### src/rtl/micro_sequencer_if.sv
// Sequencer control/status bundle between the decoder/control store and the
// microprogram sequencer.
interface micro_sequencer_if #(
  parameter int unsigned AW = 5
);
  logic [AW-1:0] ib;
  logic [AW-1:0] sb;
  logic [2:0]    nxt_sel;
  logic [AW-1:0] br_addr;
  logic          zflag;
  logic          stall;
  logic          resume;
  logic [AW-1:0] uaddr;
  logic          ir_load;
  logic          halted;
  logic          fault;

  // Decoder / control-store side
  modport master (
    output ib, sb, nxt_sel, br_addr, zflag, stall, resume,
    input  uaddr, ir_load, halted, fault
  );

  // Sequencer side
  modport slave (
    input  ib, sb, nxt_sel, br_addr, zflag, stall, resume,
    output uaddr, ir_load, halted, fault
  );
endinterface

### src/rtl/micro_sequencer.sv
// Microprogram sequencer: registered micro-address generation with dispatch,
// conditional branch, one-level call/return, halt/resume and a runaway
// watchdog that faults when FETCH_ADDR is not revisited in time.
module micro_sequencer #(
  parameter int unsigned   AW         = 5,
  parameter logic [AW-1:0] FETCH_ADDR = '0,
  parameter int unsigned   MAX_STEPS  = 16
) (
  input logic               clk,
  input logic               rst,
  micro_sequencer_if.slave  bus
);

  localparam int unsigned CW = $clog2(MAX_STEPS + 1);

  typedef enum logic [1:0] {
    S_RUN,
    S_HALT,
    S_FAULT
  } state_t;

  typedef enum logic [2:0] {
    SEL_SEQ     = 3'b000,
    SEL_DISP_IB = 3'b001,
    SEL_DISP_SB = 3'b010,
    SEL_BZ      = 3'b011,
    SEL_JMP     = 3'b100,
    SEL_CALL    = 3'b101,
    SEL_RET     = 3'b110,
    SEL_HALT    = 3'b111
  } sel_t;

  state_t        state_q, state_d;
  logic [AW-1:0] uaddr_q, uaddr_d;
  logic [AW-1:0] link_q, link_d;
  logic          link_valid_q, link_valid_d;
  logic [CW-1:0] step_cnt_q, step_cnt_d;

  logic [AW-1:0] addr_inc;
  logic [AW-1:0] target;
  logic          take_fault;
  logic          halt_req;

  assign addr_inc = uaddr_q + 1'b1;

  // State and datapath registers; synchronous reset wins over everything.
  always_ff @(posedge clk) begin
    if (rst) begin
      state_q      <= S_RUN;
      uaddr_q      <= FETCH_ADDR;
      link_q       <= '0;
      link_valid_q <= 1'b0;
      step_cnt_q   <= '0;
    end else begin
      state_q      <= state_d;
      uaddr_q      <= uaddr_d;
      link_q       <= link_d;
      link_valid_q <= link_valid_d;
      step_cnt_q   <= step_cnt_d;
    end
  end

  // Next-address selection, watchdog and state transitions.
  // The candidate address is computed first so the watchdog can judge it;
  // any fault then discards the whole update and freezes the registers.
  always_comb begin
    state_d      = state_q;
    uaddr_d      = uaddr_q;
    link_d       = link_q;
    link_valid_d = link_valid_q;
    step_cnt_d   = step_cnt_q;
    target       = uaddr_q;
    take_fault   = 1'b0;
    halt_req     = 1'b0;

    unique case (state_q)
      S_RUN: begin
        if (!bus.stall) begin
          unique case (sel_t'(bus.nxt_sel))
            SEL_SEQ:     target = addr_inc;
            SEL_DISP_IB: target = bus.ib;
            SEL_DISP_SB: target = bus.sb;
            SEL_BZ:      target = bus.zflag ? bus.br_addr : addr_inc;
            SEL_JMP:     target = bus.br_addr;
            SEL_CALL: begin
              if (link_valid_q) begin
                take_fault = 1'b1;
              end else begin
                target       = bus.br_addr;
                link_d       = addr_inc;
                link_valid_d = 1'b1;
              end
            end
            SEL_RET: begin
              if (!link_valid_q) begin
                take_fault = 1'b1;
              end else begin
                target       = link_q;
                link_valid_d = 1'b0;
              end
            end
            SEL_HALT: halt_req = 1'b1;
            default:  target = uaddr_q;
          endcase

          if (target == FETCH_ADDR) begin
            step_cnt_d = '0;
          end else if (step_cnt_q == CW'(MAX_STEPS - 1)) begin
            take_fault = 1'b1;
          end else if (step_cnt_q != '1) begin
            step_cnt_d = step_cnt_q + 1'b1;
          end

          if (take_fault) begin
            state_d      = S_FAULT;
            uaddr_d      = uaddr_q;
            link_d       = link_q;
            link_valid_d = link_valid_q;
            step_cnt_d   = step_cnt_q;
          end else begin
            uaddr_d = target;
            if (halt_req) begin
              state_d = S_HALT;
            end
          end
        end
      end
      S_HALT: begin
        if (bus.resume) begin
          state_d      = S_RUN;
          uaddr_d      = FETCH_ADDR;
          step_cnt_d   = '0;
          link_valid_d = 1'b0;
        end
      end
      S_FAULT: begin
        state_d = S_FAULT;
      end
      default: begin
        state_d = S_FAULT;
      end
    endcase
  end

  assign bus.uaddr   = uaddr_q;
  assign bus.ir_load = (state_q == S_RUN) && (uaddr_q == FETCH_ADDR) && !bus.stall;
  assign bus.halted  = (state_q == S_HALT);
  assign bus.fault   = (state_q == S_FAULT);

endmodule

### src/flat_wrapper.sv
// flat-port wrapper written by rule: the top's interface ports become plain ports
module micro_sequencer_flat 
#(
  parameter int unsigned   AW         = 5,
  parameter logic [AW-1:0] FETCH_ADDR = '0,
  parameter int unsigned   MAX_STEPS  = 16
)
  (clk, rst, bus_ib, bus_sb, bus_nxt_sel, bus_br_addr, bus_zflag, bus_stall, bus_resume, bus_uaddr, bus_ir_load, bus_halted, bus_fault);
  micro_sequencer_if #(.AW(AW)) bus_i ();
  input logic clk;
  input logic rst;
  input wire logic [$bits(bus_i.ib)-1:0] bus_ib;
  input wire logic [$bits(bus_i.sb)-1:0] bus_sb;
  input wire logic [$bits(bus_i.nxt_sel)-1:0] bus_nxt_sel;
  input wire logic [$bits(bus_i.br_addr)-1:0] bus_br_addr;
  input wire logic [$bits(bus_i.zflag)-1:0] bus_zflag;
  input wire logic [$bits(bus_i.stall)-1:0] bus_stall;
  input wire logic [$bits(bus_i.resume)-1:0] bus_resume;
  output wire logic [$bits(bus_i.uaddr)-1:0] bus_uaddr;
  output wire logic [$bits(bus_i.ir_load)-1:0] bus_ir_load;
  output wire logic [$bits(bus_i.halted)-1:0] bus_halted;
  output wire logic [$bits(bus_i.fault)-1:0] bus_fault;
  assign bus_i.ib = bus_ib;
  assign bus_i.sb = bus_sb;
  assign bus_i.nxt_sel = bus_nxt_sel;
  assign bus_i.br_addr = bus_br_addr;
  assign bus_i.zflag = bus_zflag;
  assign bus_i.stall = bus_stall;
  assign bus_i.resume = bus_resume;
  assign bus_uaddr = bus_i.uaddr;
  assign bus_ir_load = bus_i.ir_load;
  assign bus_halted = bus_i.halted;
  assign bus_fault = bus_i.fault;
  micro_sequencer #(.AW(AW), .FETCH_ADDR(FETCH_ADDR), .MAX_STEPS(MAX_STEPS)) u_core (.clk(clk), .rst(rst), .bus(bus_i));
endmodule
### config.mk
export PLATFORM = sky130hd
export DESIGN_NAME = micro_sequencer_flat
export DESIGN_NICKNAME = d
export VERILOG_FILES = /design/src/rtl/micro_sequencer_if.sv /design/src/rtl/micro_sequencer.sv /design/src/flat_wrapper.sv
export SDC_FILE = /design/constraint.sdc
export NUM_CORES = 1
export LEC_CHECK = 0
export CAP_MARGIN = 40
export CORE_UTILIZATION = 55
export CTS_BUF_LIST = sky130_fd_sc_hd__clkbuf_16
export CTS_CLUSTER_SIZE = 14
export DETAILED_ROUTE_END_ITERATION = 7
export PLACE_DENSITY = 0.85
export SLEW_MARGIN = 20
export SYNTH_ARGS = -nofsm -noshare
export SYNTH_HDL_FRONTEND = slang
export SYNTH_SLANG_ARGS = --single-unit
### constraint.sdc
create_clock -name clk -period 6.7 [get_ports clk]
set_clock_uncertainty 0.2 [all_clocks]
set_input_delay 1.34 -clock clk [delete_from_list [all_inputs] [get_ports clk]]
set_output_delay 1.34 -clock clk [all_outputs]
set_load 0.05 [all_outputs]
# Yosys cells after proc, flatten, opt, wreduce, memory -nomap -nowiden
# Cells that the tools add are included.
# Widths: inputs -> output; s select.
[classes]
n_addsub = 2
n_eq_ne = 18
muxes = 36
bitwise_logic = 3
reduce_logical = 13
[ops]
columns = ["operator", "n"]
rows = [
  ["$mux 5", 13],
  ["$pmux 5 s7", 1],
  ["$pmux 5 s2", 2],
  ["$eq 3x3->1 const B", 4],
  ["$mux 1", 12],
  ["$add 5x1->5 const B", 2],
  ["$logic_not 5->1", 2],
  ["$reduce_and 5->1", 2],
  ["$mux 2", 4],
  ["$eq 3x2->1 const B", 2],
  ["$ne 2x2->1 const B", 3],
  ["$ne 3x2->1 const B", 2],
  ["$pmux 1 s2", 3],
  ["$reduce_and 6->1", 1],
  ["$eq 5x4->1 const B", 1],
  ["$ne 5x5->1 const B", 1],
  ["$pmux 2 s2", 1],
  ["$reduce_and 4->1", 1],
  ["$eq 3x1->1 const B", 1],
  ["$logic_not 3->1", 1],
  ["$ne 3x1->1 const B", 1],
  ["$ne 3x3->1 const B", 1],
  ["$not 1->1", 3],
  ["$reduce_and 3->1", 1],
  ["6 further kinds", 7],
]
[totals]
regBits = 18
in_bits = 23
out_inout_bits = 8
word_cells = 77

# Depth between registers and ports, before layout
[depth]
depth_word = 12
mapped_depth = 8

# Least setup slack after synthesis
# OpenSTA, ideal clock, no wires.
[synth_path]
kind = "input -> register"
from = "in bus_nxt_sel[1]"
to = "reg u_core.link_q[0]"
setup_ns = 0.123
t_arrival_ns = 3.347
t_required_ns = 6.377
setup_slack_ns = 3.030
path_stages = 7
n_path_buf = 1
path_cell_list = "buf_4 -> mux2_2 -> a221o_1 -> a222oi_1 -> nand3_2 -> o21ai_4 -> mux2_1"
[synth_via]
elab_chain_len = 10
[synth_rtl]
columns = ["item", "line_no", "rtl"]
rows = [
  ["start, declared", "flat_wrapper.sv:14", "input wire logic [$bits(bus_i.nxt_sel)-1:0] bus_nxt_sel;"],
  ["$eq 3x3->1 (tied with other cells)", "micro_sequencer.sv:79", "unique case (sel_t'(bus.nxt_sel))"],
  ["$pmux 5 s7", "micro_sequencer.sv:79", ""],
  ["$mux 5", "micro_sequencer.sv:78", "if (!bus.stall) begin"],
  ["$mux 5", "micro_sequencer.sv:76", "unique case (state_q)"],
  ["$logic_not 5->1", "micro_sequencer.sv:106", "if (target == FETCH_ADDR) begin"],
  ["$mux 1", "micro_sequencer.sv:106", ""],
  ["$mux 1", "micro_sequencer.sv:78", ""],
  ["$mux 1", "micro_sequencer.sv:76", ""],
  ["$not 1->1 (no source line)", "--", ""],
  ["$reduce_and 5->1 (no source line) (*)", "--", ""],
  ["end signal, assigned", "micro_sequencer.sv:57", "link_q <= link_d;"],
  ["end, declared", "micro_sequencer.sv:35", "logic [AW-1:0] link_q, link_d;"],
]
# Every way passes the cells marked *; elsewhere a longest branch is shown, timed or not. The select of a mux whose other input is x is not followed.
# A chain may end at the register's enable or synchronous reset.

# Worst setup path after layout
[layout_path]
from = "in bus_nxt_sel[0]"
to = "reg u_core.link_q[2]"
# The elaborated chain is that of the path after synthesis.

==> flow_metrics.env <==
export IMPL_status="finished clean"
export IMPL_postCtsSetupBuffers=0
export IMPL_synth_cell_types=52
export IMPL_cp_start_kind="primary input"
export IMPL_crit_path_start="bus_nxt_sel[0]"
export IMPL_drtIter0Drc=96
export IMPL_worst_pin_slew_ps=984.9
export IMPL_cp_data_arrival_time_ps=4680
export IMPL_finalSetupViolCount=0
export IMPL_area_growth_synth_to_final_pct=22.37
export IMPL_timing_hold_ws_ps=278.1
export IMPL_place_area_um2=1810
export IMPL_cts_sink_count=18
export IMPL_dieArea_um2=3023
export IMPL_syn_avg_cell_area_um2=7.918
export IMPL_yosysWarnings=0
export IMPL_cp_data_required_time_ps=6630
export IMPL_grt_setup_unrepaired="false"
export IMPL_leakage_nw=0.6633
export IMPL_drt_vias_per_instance=6.955
export IMPL_clk_latency_ps=250
export IMPL_io_pins=31
export IMPL_power_frac_comb_pct=30.6
export IMPL_hold_violations=0
export IMPL_seq_area_frac_synth_pct=23.34
export IMPL_path_clk_slew_ps=50
export IMPL_fin_setup_tns_ps=0
export IMPL_drv_cap=0
export IMPL_totalWireLength_um=4588
export IMPL_grt_ovfl_total=0
export IMPL_dr_pass1_iters=5
export IMPL_min_period_ps=4747
export IMPL_p_per_area_nw_per_um2=183.5
export IMPL_grt_max_degree=24
export IMPL_clock_root_buffer="clkbuf_16"
export IMPL_synth_edf_count=0
export IMPL_p_seq_share_pct=35.4
export IMPL_rows=18
export IMPL_peakVddDrop_mv=0.1416
export IMPL_antenna_cells=0
export IMPL_drv_slew=0
export IMPL_die_w_um=54.99
export IMPL_worstSetupEndpointType="register"
export IMPL_grt_pass1_vias=1461
export IMPL_p_clk_share_pct=34.0
export IMPL_crit_path_end="u_core.link_q[2]$_SDFFE_PP0P_"
export IMPL_cts_hold_buf=0
export IMPL_p_sw_w=0.0001141
export IMPL_nNetsFinal=244
export IMPL_p_sw_share_pct=32.90
export IMPL_cts_repair_resized=0
export IMPL_worstHoldPathType="register to register"
export IMPL_reg2reg_slack_ps=3290
export IMPL_post_route_period_util_pct=70.86
export IMPL_p_int_w=0.0002326
export IMPL_routedWlPerCell_um=18.80
export IMPL_initial_core_util_pct=60.14
export IMPL_ys_seq_elements=18
export IMPL_slew_headroom_pct=32.64
export IMPL_grt_pass1_wl_um=6803
export IMPL_cts_made_buffers=3
export IMPL_dp_cells=240
export IMPL_dpl_hpwl_um=3232
export IMPL_crit_type="primary input to register"
export IMPL_cts_path_max_buffers=2
export IMPL_coreArea_um2=2567
export IMPL_numPortBuffers=30
export IMPL_async_flop_share_pct=0
export IMPL_die_h_um=54.99
export IMPL_gp_congestion=0.8909
export IMPL_cp_max_fo=23
export IMPL_fin_cells=244
export IMPL_stdcell_area_um2=1889
export IMPL_netlist_area_um2=1544
export IMPL_grt_total_usage_pct=32.31
export IMPL_syn_nets=223
export IMPL_antenna_found_initial=0
export IMPL_drc_errors=0
export IMPL_vias=1697
export IMPL_ant_nets=0
export IMPL_max_freq_mhz=210.6
export IMPL_reg2reg_depth=7
export IMPL_r2r_start="u_core.bus.uaddr[0]$_SDFFE_PP0P_"
export IMPL_cts_max_level=1
export IMPL_cts_tree="built"
export IMPL_synthFlopType="dfxtp_1"
export IMPL_regToRegEndpoint="u_core.link_q[2]$_SDFFE_PP0P_"
export IMPL_syn_instance_count=195
export IMPL_drive_above_1_share_pct=5.607
[Yosys cell counts (4+ instances only)]
master	instances	area, um^2
nand3_1	5	25.02
dfxtp_1	18	360.4
nand3b_1	9	67.56
ha_1	5	62.56
o21ai_0	9	45.04
mux2i_1	5	50.05
nor2b_1	9	56.30
and3_1	4	25.02
inv_1	7	26.28
a211oi_1	5	37.54
clkbuf_1	10	37.54
nand2_1	18	67.56
o2111ai_1	9	78.83
a21oi_1	6	30.03
nor2_1	12	45.04
[through the flow]
stage / power (W) / util (%) / setup WS, ps
final: 0.0003467 / 73.59 / 1953
after global placement: 0.0002219 / 70.52 / 1978
after CTS: 0.0003431 / 73.44 / 1915
after floorplan: 0.0001900 / - / 3030
after global routing: 0.0003595 / 73.59 / 1841
after detailed placement: 0.0002254 / 70.52 / 1785
[flip-flops by register name, summed over array words and instances, names as in the netlist]
| register | count |
|---|---|
| u_core.bus.uaddr | 5 |
| u_core.link_q | 5 |
| u_core.step_cnt_q | 5 |
| u_core.state_q | 2 |
| u_core.link_valid_q | 1 |
[power groups by stage]
stage	sequential [W]	clock (W)	combinational [W]
after CTS	0.000122	0.000118	0.000103
after floorplan	0.000128	0	0.0000615
after detailed placement	0.000124	0	0.000101
after global routing	0.000124	0.000124	0.000112
final	0.000123	0.000118	0.000106
after global placement	0.000124	0	0.0000979
[worst max-delay path, stage by stage]
cell,delay (ps)
clkdlybuf4s50_1,870
and2_1,250
o32ai_1,130
a2111oi_0,930
nand3_2,430
o21ai_4,370
mux2_1,350
[final cells by class]
| type | count | area [um^2] |
|---|---|---|
| inverter | 7 | 26.28 |
| clock buffer | 3 | 75.07 |
| timing repair buffer | 31 | 304.0 |
| multi-input combinational | 155 | 1086 |
| sequential | 18 | 360.3 |
| tap | 30 | 37.54 |
| fill | 224 | 678.2 |
[worst min-delay path by stage]
stage / start / end / slack, ps / depth (start not counted)
floorplan: u_core.link_q[4]$_SDFFE_PP0P_ / u_core.link_q[4]$_SDFFE_PP0P_ / 230 / 2
global placement: u_core.link_q[4]$_SDFFE_PP0P_ / u_core.link_q[4]$_SDFFE_PP0P_ / 250 / 2
detailed placement: u_core.link_q[4]$_SDFFE_PP0P_ / u_core.link_q[4]$_SDFFE_PP0P_ / 260 / 2
CTS: u_core.link_q[4]$_SDFFE_PP0P_ / u_core.link_q[4]$_SDFFE_PP0P_ / 270 / 2
global route: u_core.link_q[4]$_SDFFE_PP0P_ / u_core.link_q[4]$_SDFFE_PP0P_ / 280 / 2
finish: u_core.link_q[4]$_SDFFE_PP0P_ / u_core.link_q[4]$_SDFFE_PP0P_ / 280 / 2
[placed cells by master, fill, tap and decap left out, types with 6 or more instances in the layout]
cell type | Yosys | routed
clkdlybuf4s50_1 | 0 | 30
nand2_1 | 18 | 18
dfxtp_1 | 18 | 18
nor2_1 | 12 | 12
nor2b_1 | 9 | 9
nand3b_1 | 9 | 9
o21ai_0 | 9 | 9
o2111ai_1 | 9 | 9
inv_1 | 7 | 7
a21oi_1 | 6 | 6
[per-layer routing]
metal / share of wire, % / routed length (um) / GRT usage, %
met4: 3.5 / 159 / 16.67
met3: 11 / 525 / 6.011
met2: 44 / 2008 / 48.80
met5: 0 / 0 / 0
met1: 41 / 1894 / 43.35
[cells by family after synthesis]
family	Yosys count	synth area share (%)
adder cells (fa/ha/maj)	5	4.052
AND/OR/NAND/NOR	77	27.55
XOR/XNOR	3	1.702
flip-flops	18	23.34
AO/OA/AOI/OAI	61	30.88
buffers and inverters	22	6.321
multiplexers	9	6.159
No activity file was read; power rests on OpenSTA's default activity.
==> patch, RTL diff (same settings) <==
Put a register stage on the output `bus.fault`. The value now appears one clock later.
--- a/src/rtl/micro_sequencer.sv
+++ b/src/rtl/micro_sequencer.sv
@@ -145,7 +145,9 @@
   assign bus.uaddr   = uaddr_q;
   assign bus.ir_load = (state_q == S_RUN) && (uaddr_q == FETCH_ADDR) && !bus.stall;
   assign bus.halted  = (state_q == S_HALT);
-  assign bus.fault   = (state_q == S_FAULT);
+  always_ff @(posedge clk) begin
+    bus.fault <= (state_q == S_FAULT);
+  end
 
 endmodule
 
Function: changed (a bounded check fails within 4 cycles, from zero or initial values and one cycle with rst high).
==> patch against the original RTL <==
Global-route usage down 2.5 points; wire length fell by 11%; sequential cell count is 1 higher; power is 1.7% lower; register-to-register slack better by 270 ps; worst setup slack gained 110 ps; first-iteration DRC count is 24% lower; critical endpoint is now bus_ir_load; design area down 1.7%; critical path type is now input pin to output port; via count fell by 7.1%; synthesized area fell by 1.9%.
==> patch: results (changes against the original RTL) <==
[routing]
first_iter_violations=73  ; was 96
firstDrtPassIters=6  ; was 5
wl_per_cell_um=17.0  ; was 18.8 um
num_vias=1576  ; was 1697
routed_via_density=6.54  ; was 6.95
drc_errors=0  ; unchanged

[logic_synthesis]
synth_flop_cell=dfxtp_1  ; unchanged
synth-async-reset-ratio_pct=0  ; unchanged
synth.distinct_cells=58  ; was 52
synth_cells=188  ; was 195
synth.area.top_cells=dfxtp_1 25%, a21oi_1 4.3%, ha_1 4.1%  ; was dfxtp_1 23%, o2111ai_1 5.1%, nand2_1 4.4%
ys_seq_area_share_pct=25.1  ; was 23.3%
syn_nets=216  ; was 223
yosys-top-cells-count=19 x dfxtp_1, 13 x a21oi_1, 12 x nand2_1, 12 x nand3_1, 10 x inv_1  ; was 18 x dfxtp_1, 18 x nand2_1, 12 x nor2_1

[grt]
grt_antenna_before_repair=0  ; unchanged
grt_pass1_wl_mm=6.29  ; was 6.80 mm
grt_util_all_layers_pct=29.8  ; was 32.3%
grt_max_degree=24  ; unchanged
grt_pass1_vias=1442  ; was 1461

[power_and_ir_drop]
vdd_drop_max_v=0.000180  ; was 0.000142 V
switching_power_uw=102  ; was 114 uW
leakage_nw=0.681  ; was 0.663 nW
seqPwrFrac_pct=37.1  ; was 35.4%
comb_cell_power_uw=92.2  ; was 106 uW

[worst_setup_path]
cp_top_family=buffers and inverters  ; was compound AO/OA/AOI/OAI gates
max_stage_delay_ps=800  ; was 930 ps
crit_path_top_delay_cell=clkdlybuf4s50_1  ; was a2111oi_0
cp_max_fo=7  ; was 23
worst_ep_arrival_time_ps=3090  ; was 4680 ps

[clock_network]
cts_root_buffer=clkbuf_16  ; unchanged
ctsResizeCount=0  ; unchanged
cts_made_buffers=3  ; unchanged
clockBufferDepth=2  ; unchanged
cts_max_level=1  ; unchanged
clk_latency_ps=250  ; about the same

[final_layout]
drive_above_1_share_pct=4.74  ; was 5.61%
antenna_cells=0  ; unchanged
fillers=204  ; was 224
layout.nets=240  ; was 244

[outcome]
outcome=finished, final reports clean  ; unchanged

[place]
dp_hpwl_mm=3.00  ; was 3.23 mm
routabilityCongestion=0.994  ; was 0.891

[timing]
tightestPinTransition_ps=765  ; was 985 ps

[patch: kinds of logic (layout without fill, tap and decap cells)]
group | after synthesis | in the layout | synth area share, %
AO/OA/AOI/OAI | 63 | 63 | 30.7
XOR/XNOR | 3 | 3 | 1.74
adder cells (fa/ha/maj) | 5 | 5 | 4.13
buffers and inverters | 22 | 45 | 7.52
flip-flops | 19 | 19 | 25.1
multiplexers | 6 | 6 | 3.97
AND/OR/NAND/NOR | 70 | 70 | 26.8
[patch: stage by stage]
step           power (mW)  hold WS [ps]  cell area [sq um]  worst slack (ps)  utilization [%]
6_report            0.341           287               1860              2070             73.0
2_1_floorplan       0.188           239               1510              3020                -
3_5_place_dp        0.219           272               1780              1980             69.9
3_3_place_gp        0.217           270               1780              2100             69.9
4_1_cts             0.339           279               1860              2070             73.0
5_1_grt             0.352           291               1860              1940             73.0
[patch: worst paths after layout]
check / slack [ps] / from / cells after the start / endpoint
worst min-delay path: 290 / u_core.link_q[1] / 2 / u_core.link_q[1]
worst max-delay path: 2070 / bus_stall / 4 / bus_ir_load
worst min register to register: 290 / u_core.link_q[1] / 2 / u_core.link_q[1]
worst max register to register: 3560 / u_core.bus.uaddr[0] / 8 / u_core.step_cnt_q[4]
[patch: layout make-up]
class	count	area [sq um]	area share, %
Multi-Input combinational cell	147	1020	54.9
Sequential cell	19	380	20.5
Timing Repair Buffer	30	300	16.2
Clock buffer	3	75.1	4.04
Inverter	11	41.3	2.22
Tap cell	30	37.5	2.02
Clock inverter	1	3.75	0.202
[patch: metal layers]
layer | part of all wire, % | wire (um) | GRT usage (%)
met5 | 0 | 0 | 0
met4 | 1.8 | 72 | 12.4
met3 | 8.1 | 330 | 3.06
met2 | 47 | 1920 | 50.4
met1 | 43 | 1760 | 38.1
